<file path="config.mk">
export PLATFORM = sky130hd
export DESIGN_NAME = lsu
export DESIGN_NICKNAME = d
export VERILOG_FILES = /design/src/rtl/lsu_pkg.sv /design/src/rtl/lsu_align.sv /design/src/rtl/lsu.sv
export SDC_FILE = /design/constraint.sdc
export NUM_CORES = 1
export LEC_CHECK = 0
export BUFFER_PORTS_ARGS = -buffer_cell sky130_fd_sc_hd__buf_4
export CAP_MARGIN = 10
export CELL_PAD_IN_SITES_DETAIL_PLACEMENT = 1
export CELL_PAD_IN_SITES_GLOBAL_PLACEMENT = 1
export CORE_MARGIN = 5
export CORE_UTILIZATION = 33
export CTS_BUF_LIST = sky130_fd_sc_hd__clkbuf_8
export CTS_CLUSTER_SIZE = 28
export DETAILED_ROUTE_END_ITERATION = 7
export PLACE_DENSITY_LB_ADDON = 0.3
export RECOVER_POWER = 100
export SYNTH_ARGS = -nofsm -noshare
export SYNTH_HDL_FRONTEND = slang
export SYNTH_HIERARCHICAL = 1
export SYNTH_SLANG_ARGS = --single-unit
export TNS_END_PERCENT = 1
</file>
<file path="constraint.sdc">
create_clock -name clk_i -period 2.7 [get_ports clk_i]
set_input_delay 0.135 -clock clk_i [delete_from_list [all_inputs] [get_ports clk_i]]
set_output_delay 0.135 -clock clk_i [all_outputs]
set_load 0.01 [all_outputs]
</file>
<file path="src/rtl/lsu_pkg.sv">
// Shared types and funct3 decode helpers for the load/store unit.
package lsu_pkg;

    typedef enum logic [1:0] {
        S_IDLE = 2'd0,
        S_BUS  = 2'd1,
        S_DONE = 2'd2
    } state_e;

    localparam logic [2:0] F3_LB  = 3'd0;
    localparam logic [2:0] F3_LH  = 3'd1;
    localparam logic [2:0] F3_LW  = 3'd2;
    localparam logic [2:0] F3_LD  = 3'd3;
    localparam logic [2:0] F3_LBU = 3'd4;
    localparam logic [2:0] F3_LHU = 3'd5;
    localparam logic [2:0] F3_LWU = 3'd6;

    // Access size in bytes; 0 marks an undefined code.
    function automatic logic [3:0] size_of(input logic [2:0] f3);
        logic [3:0] sz;
        case (f3)
            F3_LB, F3_LBU: sz = 4'd1;
            F3_LH, F3_LHU: sz = 4'd2;
            F3_LW, F3_LWU: sz = 4'd4;
            F3_LD:         sz = 4'd8;
            default:       sz = 4'd0;
        endcase
        return sz;
    endfunction

    function automatic logic is_signed(input logic [2:0] f3);
        return (f3 == F3_LB) || (f3 == F3_LH) || (f3 == F3_LW) || (f3 == F3_LD);
    endfunction

endpackage

</file>
<file path="src/rtl/lsu_align.sv">
// Byte-lane steering: store data/strobe shifting and load extraction with
// sign or zero extension. Purely combinational.
module lsu_align
    import lsu_pkg::*;
#(
    parameter int unsigned XLEN = 32,
    localparam int unsigned NB   = XLEN / 8,
    localparam int unsigned OFFW = $clog2(NB)
) (
    input  logic [OFFW-1:0] st_off_i,
    input  logic [3:0]      st_size_i,
    input  logic [XLEN-1:0] st_wdata_i,
    output logic [XLEN-1:0] st_wdata_o,
    output logic [NB-1:0]   st_wstrb_o,
    input  logic [OFFW-1:0] ld_off_i,
    input  logic [3:0]      ld_size_i,
    input  logic            ld_signed_i,
    input  logic [XLEN-1:0] ld_rdata_i,
    output logic [XLEN-1:0] ld_data_o
);

    logic [15:0]     strb_full;
    logic [XLEN-1:0] shifted;
    logic [XLEN-1:0] mask;
    logic            sbit;

    always_comb begin
        strb_full  = ((16'd1 << st_size_i) - 16'd1) << st_off_i;
        st_wstrb_o = strb_full[NB-1:0];
        st_wdata_o = st_wdata_i << {st_off_i, 3'b000};

        shifted = ld_rdata_i >> {ld_off_i, 3'b000};
        mask    = '0;
        sbit    = 1'b0;
        // Mask keeps the accessed bytes; sign comes from the top kept byte.
        for (int unsigned i = 0; i < NB; i++) begin
            if (i < {28'd0, ld_size_i}) begin
                mask[8*i +: 8] = '1;
            end
            if ((i + 1) == {28'd0, ld_size_i}) begin
                sbit = shifted[8*i+7];
            end
        end
        ld_data_o = (shifted & mask) | ((ld_signed_i && sbit) ? ~mask : '0);
    end

endmodule

</file>
<file path="src/rtl/lsu.sv">
// Multi-cycle load/store unit: request decode, valid/ready bus FSM, kill flag.
// Optional bus timeout enabled by defining LSU_TIMEOUT_EN.
module lsu
    import lsu_pkg::*;
#(
    parameter int unsigned XLEN    = 32,
    parameter int unsigned TIMEOUT = 16
) (
    input  logic              clk_i,
    input  logic              rst_i,
    input  logic              hlt_i,
    input  logic              flush_i,
    input  logic              req_valid_i,
    output logic              req_ready_o,
    input  logic              load_i,
    input  logic              store_i,
    input  logic [2:0]        funct3_i,
    input  logic [XLEN-1:0]   base_i,
    input  logic [XLEN-1:0]   offset_i,
    input  logic [XLEN-1:0]   wdata_i,
    output logic              busy_o,
    output logic              done_o,
    output logic [XLEN-1:0]   result_o,
    output logic              fault_o,
    output logic              mem_valid_o,
    input  logic              mem_ready_i,
    output logic [XLEN-1:0]   mem_addr_o,
    input  logic [XLEN-1:0]   mem_rdata_i,
    output logic [XLEN-1:0]   mem_wdata_o,
    output logic [XLEN/8-1:0] mem_wstrb_o
);

    localparam int unsigned NB   = XLEN / 8;
    localparam int unsigned OFFW = $clog2(NB);

    state_e          state_q, state_d;
    logic [XLEN-1:0] addr_q, addr_d;
    logic [XLEN-1:0] wdata_q, wdata_d;
    logic [NB-1:0]   wstrb_q, wstrb_d;
    logic [OFFW-1:0] off_q, off_d;
    logic [3:0]      size_q, size_d;
    logic            sgn_q, sgn_d;
    logic            store_q, store_d;
    logic            kill_q, kill_d;
    logic            fault_q, fault_d;
    logic [XLEN-1:0] result_q, result_d;

    logic [XLEN-1:0] ea;
    logic [OFFW-1:0] req_off;
    logic [3:0]      req_size;
    logic [OFFW-1:0] size_mask;
    logic            legal;
    logic            misaligned;
    logic [XLEN-1:0] st_wdata;
    logic [NB-1:0]   st_wstrb;
    logic [XLEN-1:0] ld_data;

`ifdef LSU_TIMEOUT_EN
    localparam int unsigned CW = $clog2(TIMEOUT + 1);
    logic [CW-1:0] cnt_q, cnt_d;
    logic          timed_out;
    assign timed_out = (cnt_q == CW'(TIMEOUT - 1));
`else
    logic unused_timeout;
    assign unused_timeout = (TIMEOUT < 2);
`endif

    assign ea       = base_i + offset_i;
    assign req_off  = ea[OFFW-1:0];
    assign req_size = size_of(funct3_i);
    // Power-of-two size truncated to OFFW bits, minus one, gives the
    // alignment mask; a full-width access wraps to all ones as required.
    assign size_mask  = req_size[OFFW-1:0] - {{(OFFW-1){1'b0}}, 1'b1};
    assign misaligned = (req_off & size_mask) != '0;
    assign legal = (req_size != 4'd0)
                && ((funct3_i != F3_LD && funct3_i != F3_LWU) || (XLEN == 64))
                && (!store_i || !funct3_i[2]);

    lsu_align #(.XLEN(XLEN)) u_align (
        .st_off_i    (req_off),
        .st_size_i   (req_size),
        .st_wdata_i  (wdata_i),
        .st_wdata_o  (st_wdata),
        .st_wstrb_o  (st_wstrb),
        .ld_off_i    (off_q),
        .ld_size_i   (size_q),
        .ld_signed_i (sgn_q),
        .ld_rdata_i  (mem_rdata_i),
        .ld_data_o   (ld_data)
    );

    always_comb begin
        state_d  = state_q;
        addr_d   = addr_q;
        wdata_d  = wdata_q;
        wstrb_d  = wstrb_q;
        off_d    = off_q;
        size_d   = size_q;
        sgn_d    = sgn_q;
        store_d  = store_q;
        kill_d   = kill_q;
        fault_d  = fault_q;
        result_d = result_q;
`ifdef LSU_TIMEOUT_EN
        cnt_d    = cnt_q;
`endif
        case (state_q)
            S_IDLE: begin
                if (req_valid_i && (load_i || store_i) && !flush_i) begin
                    kill_d   = 1'b0;
                    result_d = '0;
                    if (!legal || misaligned) begin
                        fault_d = 1'b1;
                        state_d = S_DONE;
                    end else begin
                        fault_d = 1'b0;
                        state_d = S_BUS;
                        addr_d  = {ea[XLEN-1:OFFW], {OFFW{1'b0}}};
                        wdata_d = store_i ? st_wdata : '0;
                        wstrb_d = store_i ? st_wstrb : '0;
                        off_d   = req_off;
                        size_d  = req_size;
                        sgn_d   = is_signed(funct3_i);
                        store_d = store_i;
`ifdef LSU_TIMEOUT_EN
                        cnt_d   = '0;
`endif
                    end
                end
            end
            S_BUS: begin
                if (flush_i) begin
                    kill_d = 1'b1;
                end
                if (mem_ready_i) begin
                    result_d = store_q ? '0 : ld_data;
                    state_d  = S_DONE;
                end
`ifdef LSU_TIMEOUT_EN
                else if (timed_out) begin
                    fault_d  = 1'b1;
                    result_d = '0;
                    state_d  = S_DONE;
                end else begin
                    cnt_d = cnt_q + 1'b1;
                end
`endif
            end
            S_DONE: begin
                kill_d  = 1'b0;
                state_d = S_IDLE;
            end
            default: state_d = S_IDLE;
        endcase
    end

    always_ff @(posedge clk_i) begin
        if (rst_i) begin
            state_q  <= S_IDLE;
            addr_q   <= '0;
            wdata_q  <= '0;
            wstrb_q  <= '0;
            off_q    <= '0;
            size_q   <= '0;
            sgn_q    <= 1'b0;
            store_q  <= 1'b0;
            kill_q   <= 1'b0;
            fault_q  <= 1'b0;
            result_q <= '0;
`ifdef LSU_TIMEOUT_EN
            cnt_q    <= '0;
`endif
        end else if (!hlt_i) begin
            state_q  <= state_d;
            addr_q   <= addr_d;
            wdata_q  <= wdata_d;
            wstrb_q  <= wstrb_d;
            off_q    <= off_d;
            size_q   <= size_d;
            sgn_q    <= sgn_d;
            store_q  <= store_d;
            kill_q   <= kill_d;
            fault_q  <= fault_d;
            result_q <= result_d;
`ifdef LSU_TIMEOUT_EN
            cnt_q    <= cnt_d;
`endif
        end
    end

    assign req_ready_o = (state_q == S_IDLE);
    assign busy_o      = !req_ready_o;
    assign mem_valid_o = (state_q == S_BUS);
    assign mem_addr_o  = addr_q;
    assign mem_wdata_o = wdata_q;
    assign mem_wstrb_o = wstrb_q;
    assign done_o      = (state_q == S_DONE) && !kill_q && !flush_i;
    assign fault_o     = fault_q && (state_q == S_DONE);
    assign result_o    = result_q;

endmodule

</file>
==> results of run 1 <==
==> sequential cells by signal, indices dropped and copies added (netlist names) <==
name	flops
mem_wdata_o	32
fault_q	1
mem_wstrb_o	4
state_q	2
mem_addr_o	30
off_q	2
result_o	32
size_q	4
sgn_q	1
kill_q	1
store_q	1
==> worst reg2reg max path: cells and delay by family (launching register included) <==
| kind | cells | cell delay, ps |
|---|---|---|
| AOI/OAI and AO/OA | 1 | 200 |
| buffers and inverters | 1 | 360 |
| DFF | 1 | 420 |
| and+or+nand+nor | 4 | 1440 |
==> power groups by stage <==
| stage | clock (mW) | combinational (mW) | sequential [mW] |
|---|---|---|---|
| 6_report | 1.12 | 1.01 | 1.64 |
| 5_1_grt | 1.22 | 1.11 | 1.64 |
| 4_1_cts | 1.16 | 1.02 | 1.64 |
| 3_5_place_dp | 0 | 1.02 | 1.68 |
| 3_3_place_gp | 0 | 1.00 | 1.68 |
| 2_1_floorplan | 0 | 0.621 | 1.68 |
==> metal layers <==
layer / global-route usage [%] / vias to the layer above / routed length, um
li1: - / 3721 / -
met1: 26.6 / 3515 / 11400
met2: 32.3 / 198 / 11700
met3: 2.41 / 23 / 1320
met4: 5.33 / 0 / 444
met5: 0 / - / 0
==> stage by stage <==
step	area, um2	hold WS (ps)
final	8980	56.3
after floorplan	7120	231
after detailed placement	9170	376
after CTS	9410	24.1
after global placement	9170	364
after global routing	8980	48.3
==> cells by family (layout without fill, tap and decap cells) <==
kind of cell               after synthesis  in the layout  synth area share, %
buffers and inverters                   88            298                 5.17
other                                    1              2               0.0527
DFF                                    110            110                 30.9
and+or+nand+nor                        327            327                 22.4
AOI/OAI and AO/OA                      292            292                 27.0
adders and majority gates               34             34                 6.08
xor gates and xnor gates                22             22                 2.71
muxes                                   39             39                 5.69
==> placed cells by master (no fill, tap or decap), types with 18 or more instances in the layout <==
cell,netlist,final
inv_1,19,19
nor2_1,50,49
mux2i_1,36,36
clkbuf_1,47,103
nand3_1,48,48
a211oi_1,32,32
nand2_1,118,118
ha_1,33,33
o21ai_0,45,45
nor3_1,18,18
nor2b_1,24,23
a22o_1,36,36
buf_4,6,156
dfxtp_1,110,110
a21oi_1,99,99
==> final cells by class <==
| cell class | count | area, um2 |
|---|---|---|
| clock buffers | 9 | 124 |
| clock inverters | 7 | 106 |
| fillers | 2646 | 12200 |
| inverters | 19 | 71.3 |
| multi-input cells | 716 | 4550 |
| flip-flops and latches | 110 | 2200 |
| well taps | 275 | 344 |
| repair buffers | 263 | 1580 |
==> timing repair <==
| action | CTS | global route |
|---|---|---|
| buffers inserted | 0 | 0 |
| hold endpoints to repair | 1 | 0 |
| hold buffers | 1 | 0 |
==> worst paths after layout <==
path                                    from                          end  cells past startpoint
setup / recovery     state_q[0]$_SDFFE_PP0P_  mem_wstrb_o[3]$_SDFFE_PP0P_                      6
hold / removal                         hlt_i      state_q[0]$_SDFFE_PP0P_                      3
setup reg to reg     state_q[0]$_SDFFE_PP0P_  mem_wstrb_o[3]$_SDFFE_PP0P_                      6
hold reg to reg   mem_addr_o[6]$_SDFFE_PP0P_   mem_addr_o[6]$_SDFFE_PP0P_                      2
==> results.txt, run 1 <==
Count leader, synth - nand2_1
1st-iter DRT viols - 389
Post-Syn Area - 7120 um2
Logic gate share of total power - 26.8%
Core area - 21200 um2
Max Cap Viol - 0
Yosys cell types - 75
Vias per inst - 5.33
Max VDD drop - 0.000202 V
Initial core utilization - 33.7%
Post-synth top area cell - dfxtp_1
Post-synthesis average cell area - 7.80 um2
Slowest-stage cell, CP - nor3_1
First-pass GRT wire length - 38.9 mm
Clock Latency Late Sink - 390 ps
Synth Flop Type - dfxtp_1
Worst EP required - 3030 ps
Worst-margin pin slew - 915 ps
Power Dens Cells - 419 nW/um2
Clk pwr share - 29.7%
Switch Pwr - 1.24 mW
Fin. Hold Viols - 0
Share of cells above drive strength 1 - 18.3%
Post-CTS sizing - 0
DR WL/cell - 17.8 um
Switching share of power - 32.8%
Tot Pwr - 3.76 mW
Row count - 53
Vias - 7457
Reg2reg setup slack - 240 ps
Most frequent cells after synthesis - 118 x nand2_1, 110 x dfxtp_1, 99 x a21oi_1, 50 x nor2_1, 48 x nand3_1
CTS buffer count - 9
Vias in the first global route - 7391
Root buf cell - clkbuf_8
Largest net degree at the start of global routing - 66
Die height - 157 um
CTS tree - built
Final period util - 91.0%
Post-route ant nets - 0
Min cycle time layout - 2460 ps
Overall routing resource usage - 19.4%
Synth area leaders - dfxtp_1 31%, a21oi_1 7.0%, nand2_1 6.2%
Final Util - 42.4%
Initial antenna violation count - 0
TritonRoute pass-1 iters - 5
Port-buffer cells - 241
Worst Skew - 14.4 ps
Total die area - 24600 um2
Top cell type's share of synthesized area - 30.9%
Crit Path Max Fanout - 37
Nets - 1292
Clock Sinks - 110
Static Leakage - 3.58 nW
Synth async-reset ratio - 0%
GPL Wtd Cong - 0.901
Seq cells post-synth - 110
Area growth, synth to finish - 26.1%
Setup_tns - 0 ps
Number of placed instances, taps included - 1382
Post-synth EDFFs - 0
Slowest stage delay, CP - 530 ps
Crit path buf inv count - 1
Worst Path Arrival - 2790 ps
Register area share after synthesis - 30.9%
Final worst slack - 243 ps
CP Cell Sequence - or2_4 -> or3_4 -> nor3_1 -> and2_0 -> buf_4 -> a22o_1
Finished Layout Cells - 1399
Outcome - complete, no violations
Die X-Extent - 157 um
Fin. max-slew vios - 0
CTS clk-pin slew, worst paths - 110 ps
CP Launch Type - flop
Max Clock Freq - 407 MHz
Final setup viols - 0
Setup Crit Path Kind - reg2reg
Yosys warning total - 6
Post-DP HPWL - 19.6 mm
Max_slew headroom - 38.9%
DRT Wirelength - 24.9 mm
Clock Path Buffers - 2
CP top delay family - simple AND/OR/NAND/NOR gates
Antenna Cells - 0
Mapped Cells - 913
GRT overflow - 0
Worst min-delay path category - in2reg
Pre-CTS setup slack - -23.0 ps
Worst setup EP type - flop
RSZ-0062 raised after global routing - false
DRC - 0
Part of the power in registers - 43.5%
I/O pin count - 244
Int Power - 2.53 mW
H-tree depth - 3
No activity file was read; power rests on OpenSTA's default activity.
==> run 2, diff against run 1 <==
--- a/config.mk
+++ b/config.mk
@@ -12,8 +12,10 @@
 export CORE_MARGIN = 5
 export CORE_UTILIZATION = 33
 export CTS_BUF_LIST = sky130_fd_sc_hd__clkbuf_8
+export CTS_CLUSTER_DIAMETER = 100
 export CTS_CLUSTER_SIZE = 28
 export DETAILED_ROUTE_END_ITERATION = 7
+export GPL_TIMING_DRIVEN = 0
 export PLACE_DENSITY_LB_ADDON = 0.3
 export RECOVER_POWER = 100
 export SYNTH_ARGS = -nofsm -noshare
==> run 2 against run 1 <==
Cell area is 1.3% higher. Via count rose by 4.3%. Largest power group unchanged. Clock skew grew 2.9 ps. Die area is the same. Global-route usage up 1.8 points. Sequential share of layout area down 0.32 points. Non-clock buffer count up 48. First-iteration DRC count fell by 20%. Register-to-register slack about the same. Highest routed layer unchanged. Power down 1.9%. Routed wire length is 8.9% higher.
==> results.txt, run 2 (synthesis gave the netlist of run 1 again) <==
Outcome - complete, no violations
DRC - 0
Switching share of power - 33.9%
Largest net degree at the start of global routing - 20
Die height - 157 um
Fin. Hold Viols - 0
CTS clk-pin slew, worst paths - 120 ps
Vias - 7779
CTS tree - built
Pre-CTS setup slack - -472 ps
Reg2reg path depth - 8
Final period util - 91.1%
Row count - 53
Logic gate share of total power - 28.1%
Clock Sinks - 110
CP Cell Sequence - buf_4 -> ha_1 -> fa_1 -> a21o_1 -> a31oi_1 -> o21ai_1 -> o211ai_1 -> nand2_1 -> or4_1 -> nand3_1
Max Cap Viol - 0
Slowest-stage cell, CP - or4_1
Reg-to-reg endpoint - mem_addr_o[19]$_SDFFE_PP0P_
Multi-input gate area in the final layout - 4560 um2
Commonest cells after routing, fill and taps aside - 146 x clkbuf_1, 145 x buf_4, 118 x nand2_1, 110 x dfxtp_1, 99 x a21oi_1
Max_slew headroom - 31.8%
Crit Path Max Fanout - 6
Max VDD drop - 0.000198 V
Post-route ant nets - 0
Total die area - 24600 um2
I/O pin count - 244
Area growth, synth to finish - 27.8%
Finished Layout Cells - 1447
Reg2reg setup slack - 250 ps
Worst Skew - 17.3 ps
Worst setup EP type - flop
Slowest stage delay, CP - 500 ps
Worst Hold End - state_q[1]$_SDFFE_PP0P_
Fin. max-slew vios - 0
Setup Crit Path Kind - in2reg
Root buf cell - clkbuf_8
Clock Path Buffers - 2
Clock Latency Late Sink - 390 ps
H-tree depth - 3
Initial antenna violation count - 0
Fillers - 2698
Part of the power in registers - 44.4%
Hold Path Origin - hlt_i
Int Power - 2.44 mW
CP top delay family - compound AO/OA/AOI/OAI gates
Max Clock Freq - 407 MHz
CTS buffer count - 9
Worst r2r src - state_q[1]$_SDFFE_PP0P_
Worst Path Arrival - 2800 ps
Worst min-delay path category - in2reg
Worst-margin pin slew - 1010 ps
Overall routing resource usage - 21.2%
Clk pwr share - 27.5%
Min cycle time layout - 2460 ps
Static Leakage - 3.63 nW
CP Launch Type - primary input
Hold Path Stages - 3
First-pass GRT wire length - 42.2 mm
Antenna Cells - 0
Vias per inst - 5.38
DR WL/cell - 18.7 um
Switch Pwr - 1.25 mW
RSZ-0062 raised after global routing - true
Nets - 1340
Post-DP HPWL - 21.9 mm
Leading cell type in the layout, fill and taps excluded - clkbuf_1
GPL Wtd Cong - 0.886
Final worst slack - 241 ps
Vias in the first global route - 7982
GRT overflow - 0
Number of placed instances, taps included - 1430
TritonRoute pass-1 iters - 5
Power Dens Cells - 406 nW/um2
Port-buffer cells - 241
1st-iter DRT viols - 310
Post-CTS Setup Repair Bufs - 0
Final setup viols - 0
Worst EP required - 3040 ps
Share of cells above drive strength 1 - 17.5%
Die X-Extent - 157 um
Core area - 21200 um2
Initial core utilization - 33.7%
DRT Wirelength - 27.1 mm
Crit path buf inv count - 1
Register area - 2200 um2
[run 2: cell count changes in the layout (fill, tap and decap cells not counted), sizes merged]
cell,delta
buf,+5
bufinv,-1
clkbuf,+44
clkinv,-2
clkinvlp,-1
inv,+3
[run 2: cell type report]
type / count / area share, %
multi-input combinational: 716 / 50.1
sequential: 110 / 24.2
timing repair buffer: 242 / 15.8
tap: 275 / 3.78
buffer: 69 / 3.30
clock buffer: 10 / 1.51
inverter: 19 / 0.784
clock inverter: 6 / 0.577
[run 2: metrics by stage]
step / hold WS [ps] / total power [mW] / util (%) / setup TNS, ps / area, um2
after floorplan: 231 / 2.30 / - / 0 / 7120
after global placement: 362 / 2.70 / 43.9 / -11080 / 9280
after detailed placement: 366 / 2.71 / 43.9 / -12530 / 9280
after CTS: 26.4 / 3.74 / 44.8 / 0 / 9480
after global routing: 54.3 / 3.90 / 43.0 / -140 / 9100
final: 54.3 / 3.69 / 43.0 / 0 / 9100
[run 2: what timing repair did]
item,4_1_cts,5_1_grt
endpoints found under the hold margin,1,0
setup endpoints to repair,10,41
resized for setup,1,5
hold buffers,1,0
[run 2: worst max path at each step]
stage / from / slack (ps) / cells after the start / end
final: base_i[0] / 240 / 10 / mem_addr_o[28]$_SDFFE_PP0P_
after global routing: funct3_i[2] / -30 / 10 / mem_addr_o[20]$_SDFFE_PP0P_
after global placement: base_i[0] / -450 / 11 / mem_addr_o[22]$_SDFFE_PP0P_
after detailed placement: base_i[0] / -470 / 11 / mem_addr_o[24]$_SDFFE_PP0P_
after CTS: base_i[0] / 90 / 11 / size_q[0]$_SDFFE_PP0P_
after floorplan: funct3_i[1] / 480 / 8 / mem_addr_o[28]$_SDFFE_PP0P_
[run 2: worst register-to-register path: stages (launching register included)]
cell,delay (ps)
dfxtp_1,370
or2_0,310
or3_4,440
nor2_2,390
nor2_1,130
clkbuf_2,250
clkbuf_2,270
nand2_1,110
o21ai_0,90
[run 2: power groups by stage]
stage | combinational [mW] | sequential (mW) | clock (mW)
after global placement | 1.02 | 1.67 | 0
final | 1.04 | 1.64 | 1.02
after detailed placement | 1.03 | 1.68 | 0
after floorplan | 0.621 | 1.68 | 0
after global routing | 1.14 | 1.64 | 1.12
after CTS | 1.04 | 1.64 | 1.06
[run 2: per-layer routing]
metal | vias up | global-route usage [%] | part of all wire, %
li1 | 3818 | - | -
met1 | 3705 | 28.4 | 46
met2 | 219 | 35.2 | 47
met3 | 37 | 2.60 | 4.8
met4 | 0 | 7.56 | 2.6
met5 | - | 0 | 0
